File: config.mk
export PLATFORM = sky130hd
export DESIGN_NAME = target_sequencer_flat
export DESIGN_NICKNAME = d
export VERILOG_FILES = /design/src/rtl/target_sequencer_if.sv /design/src/rtl/target_sequencer.sv /design/src/flat_wrapper.sv
export SDC_FILE = /design/constraint.sdc
export NUM_CORES = 1
export LEC_CHECK = 0
export ABC_AREA = 1
export CAP_MARGIN = 20
export CORE_MARGIN = 4
export CORE_UTILIZATION = 50
export CTS_CLUSTER_SIZE = 12
export DETAILED_ROUTE_END_ITERATION = 16
export PLACE_DENSITY = 0.75
export SLEW_MARGIN = 20
export SYNTH_ARGS = -nofsm -noshare
export SYNTH_HDL_FRONTEND = slang
export SYNTH_SLANG_ARGS = --single-unit
export TNS_END_PERCENT = 50
File: constraint.sdc
create_clock -name clk -period 1.54 [get_ports clk]
set_input_delay 0.231 -clock clk [delete_from_list [all_inputs] [get_ports clk]]
set_output_delay 0.231 -clock clk [all_outputs]
set_load 0.02 [all_outputs]
File: src/rtl/target_sequencer_if.sv
// Round-controller signal bundle: game control/button inputs and round result outputs.
// master drives start/buttons and observes results; slave is the sequencer itself.
interface target_sequencer_if #(
   parameter int TIME_W = 16
);
   logic              start;
   logic              hit_in;
   logic              any_btn;
   logic [2:0]        sel;
   logic [7:0]        led;
   logic              busy;
   logic              done;
   logic [TIME_W-1:0] result;
   logic [1:0]        status;

   modport master (
      output start, hit_in, any_btn,
      input  sel, led, busy, done, result, status
   );

   modport slave (
      input  start, hit_in, any_btn,
      output sel, led, busy, done, result, status
   );
endinterface

File: src/rtl/target_sequencer.sv
// Reaction-time game round controller: picks a random target, arms after a random delay,
// then times the player's response in clock cycles and reports one result per round.
module target_sequencer #(
   parameter int WAIT_MIN  = 4,
   parameter int WAIT_BITS = 2,
   parameter int TIMEOUT   = 20,
   parameter int TIME_W    = 16
) (
   input  logic               clk,
   input  logic               resetn,
   target_sequencer_if.slave  bus
);

   localparam int D_MAX = WAIT_MIN + (1 << WAIT_BITS) - 1;
   localparam int CNT_W = $clog2(D_MAX + 1);

   localparam logic [1:0] ST_HIT     = 2'b00;
   localparam logic [1:0] ST_FALSE   = 2'b01;
   localparam logic [1:0] ST_TIMEOUT = 2'b10;
   localparam logic [1:0] ST_WRONG   = 2'b11;

   typedef enum logic [1:0] {
      S_IDLE,
      S_ARM,
      S_ACTIVE,
      S_DONE
   } state_t;

   state_t            state_q, state_d;
   logic [15:0]       lfsr_q, lfsr_d;
   logic [CNT_W-1:0]  cnt_q, cnt_d;
   logic [TIME_W-1:0] rt_q, rt_d;
   logic [2:0]        sel_q, sel_d;
   logic [7:0]        led_q, led_d;
   logic              busy_q, busy_d;
   logic              done_q, done_d;
   logic [TIME_W-1:0] result_q, result_d;
   logic [1:0]        status_q, status_d;

   // ARM counts down from D-1 to 0, giving exactly D ARM cycles.
   logic [CNT_W-1:0]  wait_load;
   assign wait_load = CNT_W'(WAIT_MIN - 1) + CNT_W'(lfsr_q[WAIT_BITS+2:3]);

   always_comb begin
      state_d  = state_q;
      lfsr_d   = {1'b0, lfsr_q[15:1]} ^ (lfsr_q[0] ? 16'hB400 : 16'h0000);
      cnt_d    = cnt_q;
      rt_d     = rt_q;
      sel_d    = sel_q;
      led_d    = '0;
      result_d = result_q;
      status_d = status_q;

      case (state_q)
         S_IDLE: begin
            if (bus.start) begin
               sel_d   = lfsr_q[2:0];
               cnt_d   = wait_load;
               state_d = S_ARM;
            end
         end

         S_ARM: begin
            if (bus.any_btn) begin
               result_d = '0;
               status_d = ST_FALSE;
               state_d  = S_DONE;
            end else if (cnt_q == '0) begin
               rt_d    = '0;
               led_d   = 8'(1) << sel_q;
               state_d = S_ACTIVE;
            end else begin
               cnt_d = cnt_q - 1'b1;
            end
         end

         S_ACTIVE: begin
            if (bus.hit_in) begin
               result_d = rt_q;
               status_d = ST_HIT;
               state_d  = S_DONE;
            end else if (bus.any_btn) begin
               result_d = rt_q;
               status_d = ST_WRONG;
               state_d  = S_DONE;
            end else if (rt_q == TIME_W'(TIMEOUT - 1)) begin
               result_d = TIME_W'(TIMEOUT);
               status_d = ST_TIMEOUT;
               state_d  = S_DONE;
            end else begin
               rt_d  = rt_q + 1'b1;
               led_d = led_q;
            end
         end

         S_DONE: begin
            state_d = S_IDLE;
         end

         default: begin
            state_d = S_IDLE;
         end
      endcase

      busy_d = (state_d == S_ARM) || (state_d == S_ACTIVE);
      done_d = (state_d == S_DONE);
   end

   always_ff @(posedge clk) begin
      if (!resetn) begin
         state_q  <= S_IDLE;
         lfsr_q   <= 16'hACE1;
         cnt_q    <= '0;
         rt_q     <= '0;
         sel_q    <= '0;
         led_q    <= '0;
         busy_q   <= 1'b0;
         done_q   <= 1'b0;
         result_q <= '0;
         status_q <= '0;
      end else begin
         state_q  <= state_d;
         lfsr_q   <= lfsr_d;
         cnt_q    <= cnt_d;
         rt_q     <= rt_d;
         sel_q    <= sel_d;
         led_q    <= led_d;
         busy_q   <= busy_d;
         done_q   <= done_d;
         result_q <= result_d;
         status_q <= status_d;
      end
   end

   assign bus.sel    = sel_q;
   assign bus.led    = led_q;
   assign bus.busy   = busy_q;
   assign bus.done   = done_q;
   assign bus.result = result_q;
   assign bus.status = status_q;

endmodule

File: src/flat_wrapper.sv
// flat-port wrapper written by rule: the top's interface ports become plain ports
module target_sequencer_flat 
#(
   parameter int WAIT_MIN  = 4,
   parameter int WAIT_BITS = 2,
   parameter int TIMEOUT   = 20,
   parameter int TIME_W    = 16
)
  (clk, resetn, bus_start, bus_hit_in, bus_any_btn, bus_sel, bus_led, bus_busy, bus_done, bus_result, bus_status);
  target_sequencer_if #(.TIME_W(TIME_W)) bus_i ();
  input  logic clk;
  input  logic resetn;
  input wire logic [$bits(bus_i.start)-1:0] bus_start;
  input wire logic [$bits(bus_i.hit_in)-1:0] bus_hit_in;
  input wire logic [$bits(bus_i.any_btn)-1:0] bus_any_btn;
  output wire logic [$bits(bus_i.sel)-1:0] bus_sel;
  output wire logic [$bits(bus_i.led)-1:0] bus_led;
  output wire logic [$bits(bus_i.busy)-1:0] bus_busy;
  output wire logic [$bits(bus_i.done)-1:0] bus_done;
  output wire logic [$bits(bus_i.result)-1:0] bus_result;
  output wire logic [$bits(bus_i.status)-1:0] bus_status;
  assign bus_i.start = bus_start;
  assign bus_i.hit_in = bus_hit_in;
  assign bus_i.any_btn = bus_any_btn;
  assign bus_sel = bus_i.sel;
  assign bus_led = bus_i.led;
  assign bus_busy = bus_i.busy;
  assign bus_done = bus_i.done;
  assign bus_result = bus_i.result;
  assign bus_status = bus_i.status;
  target_sequencer #(.WAIT_MIN(WAIT_MIN), .WAIT_BITS(WAIT_BITS), .TIMEOUT(TIMEOUT), .TIME_W(TIME_W)) u_core (.clk(clk), .resetn(resetn), .bus(bus_i));
endmodule
==> results by group <==
Floorplanning
  – Die Span X: 85.8 µm
  – Die height: 85.8 µm
  – Top-level port count: 36
  – Site Rows: 28
  – Core ar.: 0.00589 mm²
  – Initial Util: 0.514
  – Die Footprint: 0.00737 mm²

Pwr
  – Pint: 3430 µW
  – PwrDens: 1280 mW/mm²
  – Total power: 5340 µW
  – Clock power share: 0.274
  – Peak VDD IR: 1090 µV
  – Switching portion of total power: 0.357
  – Flop pwr share: 0.378
  – Leak Pwr: 0.00208 µW
  – Net load switching power: 1910 µW
  – Comb power frac: 0.348

Layout
  – Diode count: 0
  – Post-Layout Cell Count: 570
  – Final net count: 500
  – Area growth syn-to-layout: 37.7%
  – Post-route cell area: 0.00417 mm²
  – Fraction of layout cells with a size suffix above 1: 0.206

Route
  – DRT iter0 DRCs: 196
  – # DRC: 0
  – Via Count: 2920
  – Post-DRT Antenna Nets: 0
  – Wirelength per Cell: 13.2 µm
  – Met3 wire length: 431 µm
  – Vias per cell: 5.12
  – Detailed-router iteration count before antenna repair: 4
  – Highest metal used: met4
  – Post-Route WL: 7500 µm
  – Met1 WL: 3240 µm
  – DR WL met2: 3700 µm

Yosys
  – Post-Synthesis Cells: 412
  – Asr flop ratio synth: 0
  – Count of cell types in the netlist: 36
  – Synth Flop Type: dfxtp_1
  – Count leader, synth: nand2_1
  – Synth warn: 0
  – Synth top area share: 0.450
  – Top cells by area, synth: dfxtp_1 (45%), nand2_1 (13%), a21oi_1 (7.8%), inv_1 (4.6%), nor2_1 (4.5%)
  – Commonest cells post-synth: nand2_1 (107), dfxtp_1 (68), a21oi_1 (47)
  – Syn Nets: 422
  – Avg Cell Area, Syn: 7.35 µm²
  – Register area share after synthesis: 0.450
  – Most area-hungry cell type in the Yosys netlist: dfxtp_1
  – Syn Std Cell Area: 0.00303 mm²
  – EDFF count, synth: 0
  – Seq cells post-synth: 68

Critical path
  – CP endpoint: u_core.bus.busy
  – Critical path fanouts, max: 3
  – Worst r2r src: u_core.rt_q[11]
  – Critical path type: reg -> reg
  – RR Endpoint: u_core.bus.busy
  – Worst endpoint data arrival time: 1830 ps
  – Worst R2R Path Depth: 10
  – Reg-to-reg setup timing slack: -40 ps
  – CP required: 1800 ps
  – Critical Path Start Type: register
  – Element type at the critical path end: register
  – Worst setup path start: u_core.rt_q[11]

Clock network
  – CTS H-tree lvls: 3
  – TritonCTS clock tree: built
  – Clock Latency Late Sink: 350 ps
  – CTS Hold Bufs: 0
  – Clk slew on worst S/H paths: 80 ps
  – Clock sinks: 68
  – Root Driver: clkbuf_8
  – Number of CTS-inserted buffers: 9
  – Clk buf depth: 2

Timing
  – RSZ-0062 raised after global routing: true
  – Setup TNS Final: -59.7 ps
  – Worst rel slew slack: 0.801
  – Worst clock skew: 10.2 ps
  – Slew Limit Fails: 0
  – PnR worst setup slack: -37.8 ps
  – Maximum clock rate: 634 MHz
  – Worst Max-Slew Pin Slew: 298 ps
  – Final worst-path cycle share: 1.02
  – Final Hold Fails: 0
  – Tmin final: 1580 ps
  – Final setup fails: 4

Placement
  – Placed Instances: 549
  – Placer Congestion: 0.930
  – Port bufs: 35
  – Cell Area, Placed: 0.00375 mm²
  – DPL Wire Length: 5260 µm
  – Pre-CTS setup slack: -154 ps

Global route
  – Initial antenna violation count: 0
  – First-pass GRT wire length: 12600 µm
  – Largest net degree at the start of global routing: 32
  – Total grt overflow: 0
  – Vias in the first global route: 2781
  – GRT Util Overall: 0.215

Flow run
  – MaxCap Viol Count: 0

Run status
  – Failing checks: negative setup slack
  – Run status: finished with violations

Min path
  – Worst min path class: reg -> reg
-- cell families (layout without fill, tap and decap cells) --
kind of cell / count (synthesis) / in the layout / synth area share
AND/OR/NAND/NOR: 200 / 201 / 0.293
XOR/XNOR: 3 / 3 / 0.00868
flip-flops: 68 / 68 / 0.450
AO/OA/AOI/OAI: 79 / 79 / 0.142
buffers and inverters: 56 / 138 / 0.0822
multiplexers: 1 / 1 / 0.00331
adder cells (fa/ha/maj): 5 / 5 / 0.0207
-- flip-flops by register name, indices dropped and copies added, names as in the netlist --
signal and count:
u_core.bus.result 16, u_core.lfsr_q 16, u_core.rt_q 16, u_core.bus.led 8, u_core.bus.sel 3, u_core.cnt_q 3, u_core.bus.status 2, u_core.state_q 2
u_core.bus.busy 1, u_core.bus.done 1
-- final cells by class --
cell class / count / area, µm²
Fill cell: 467 / 1720
Multi-Input combinational cell: 289 / 1560
Sequential cell: 68 / 1370
Timing Repair Buffer: 83 / 796
Clock buffer: 11 / 163
Inverter: 39 / 149
Tap cell: 75 / 93.8
Clock inverter: 5 / 41.3
-- power groups by stage --
stage / Sequential [µW] / Combinational (µW) / Clock, µW
detailed placement: 2050 / 1540 / 0
finish: 2020 / 1860 / 1460
global route: 2050 / 2020 / 1560
CTS: 2020 / 1630 / 1490
floorplan: 2130 / 968 / 0
global placement: 2050 / 1500 / 0
-- worst min path at each step --
stage	startpoint	to	slack [ps]	cells after the start
floorplan	resetn	u_core.rt_q[1]	360	2
global placement	u_core.lfsr_q[15]	u_core.lfsr_q[14]	390	2
detailed placement	u_core.lfsr_q[7]	u_core.lfsr_q[6]	400	1
CTS	u_core.lfsr_q[2]	u_core.lfsr_q[1]	420	2
global route	u_core.lfsr_q[2]	u_core.lfsr_q[1]	430	2
finish	u_core.lfsr_q[2]	u_core.lfsr_q[1]	410	2
-- critical path, stage by stage, from the launching register on --
cell	delay (ps)
dfxtp_1	340
nor2_2	110
nand2_1	80
nor2_2	200
nand2_4	90
nand3_4	90
nand2_4	80
a21boi_4	140
ha_1	250
nand2_1	70
inv_1	30
-- per-layer routing --
layer / global-route usage / vias up
met3: 0.0423 / 12
met4: 0.106 / 0
met2: 0.364 / 73
met5: 0 / -
li1: - / 1500
met1: 0.259 / 1335
-- through the flow --
| step | hold WS [ps] | utilization |
|---|---|---|
| 3_3_place_gp | 394 | 0.637 |
| 6_report | 413 | 0.709 |
| 2_1_floorplan | 363 | - |
| 3_5_place_dp | 399 | 0.637 |
| 5_1_grt | 428 | 0.709 |
| 4_1_cts | 417 | 0.678 |
-- layout by cell type, fill, tap and decap left out, drive strengths merged, types with 4 or more instances in the layout --
cell type,n
a21oi,47
buf,48
clkbuf,11
clkdlybuf4s50,7
dfxtp,68
dlygate4sd2,10
dlymetal6s2s,18
ha,5
inv,40
nand2,115
nand3,27
nand4,8
nor2,41
nor3,4
o21ai,23
or2,5
-- timing repair --
action                     4_1_cts  5_1_grt
pin swaps                        6       11
resized for setup               16       42
setup endpoints to repair       26       54
gates cloned                     0        1
buffers inserted                 2        2
Power figures use the tool's default switching activity.
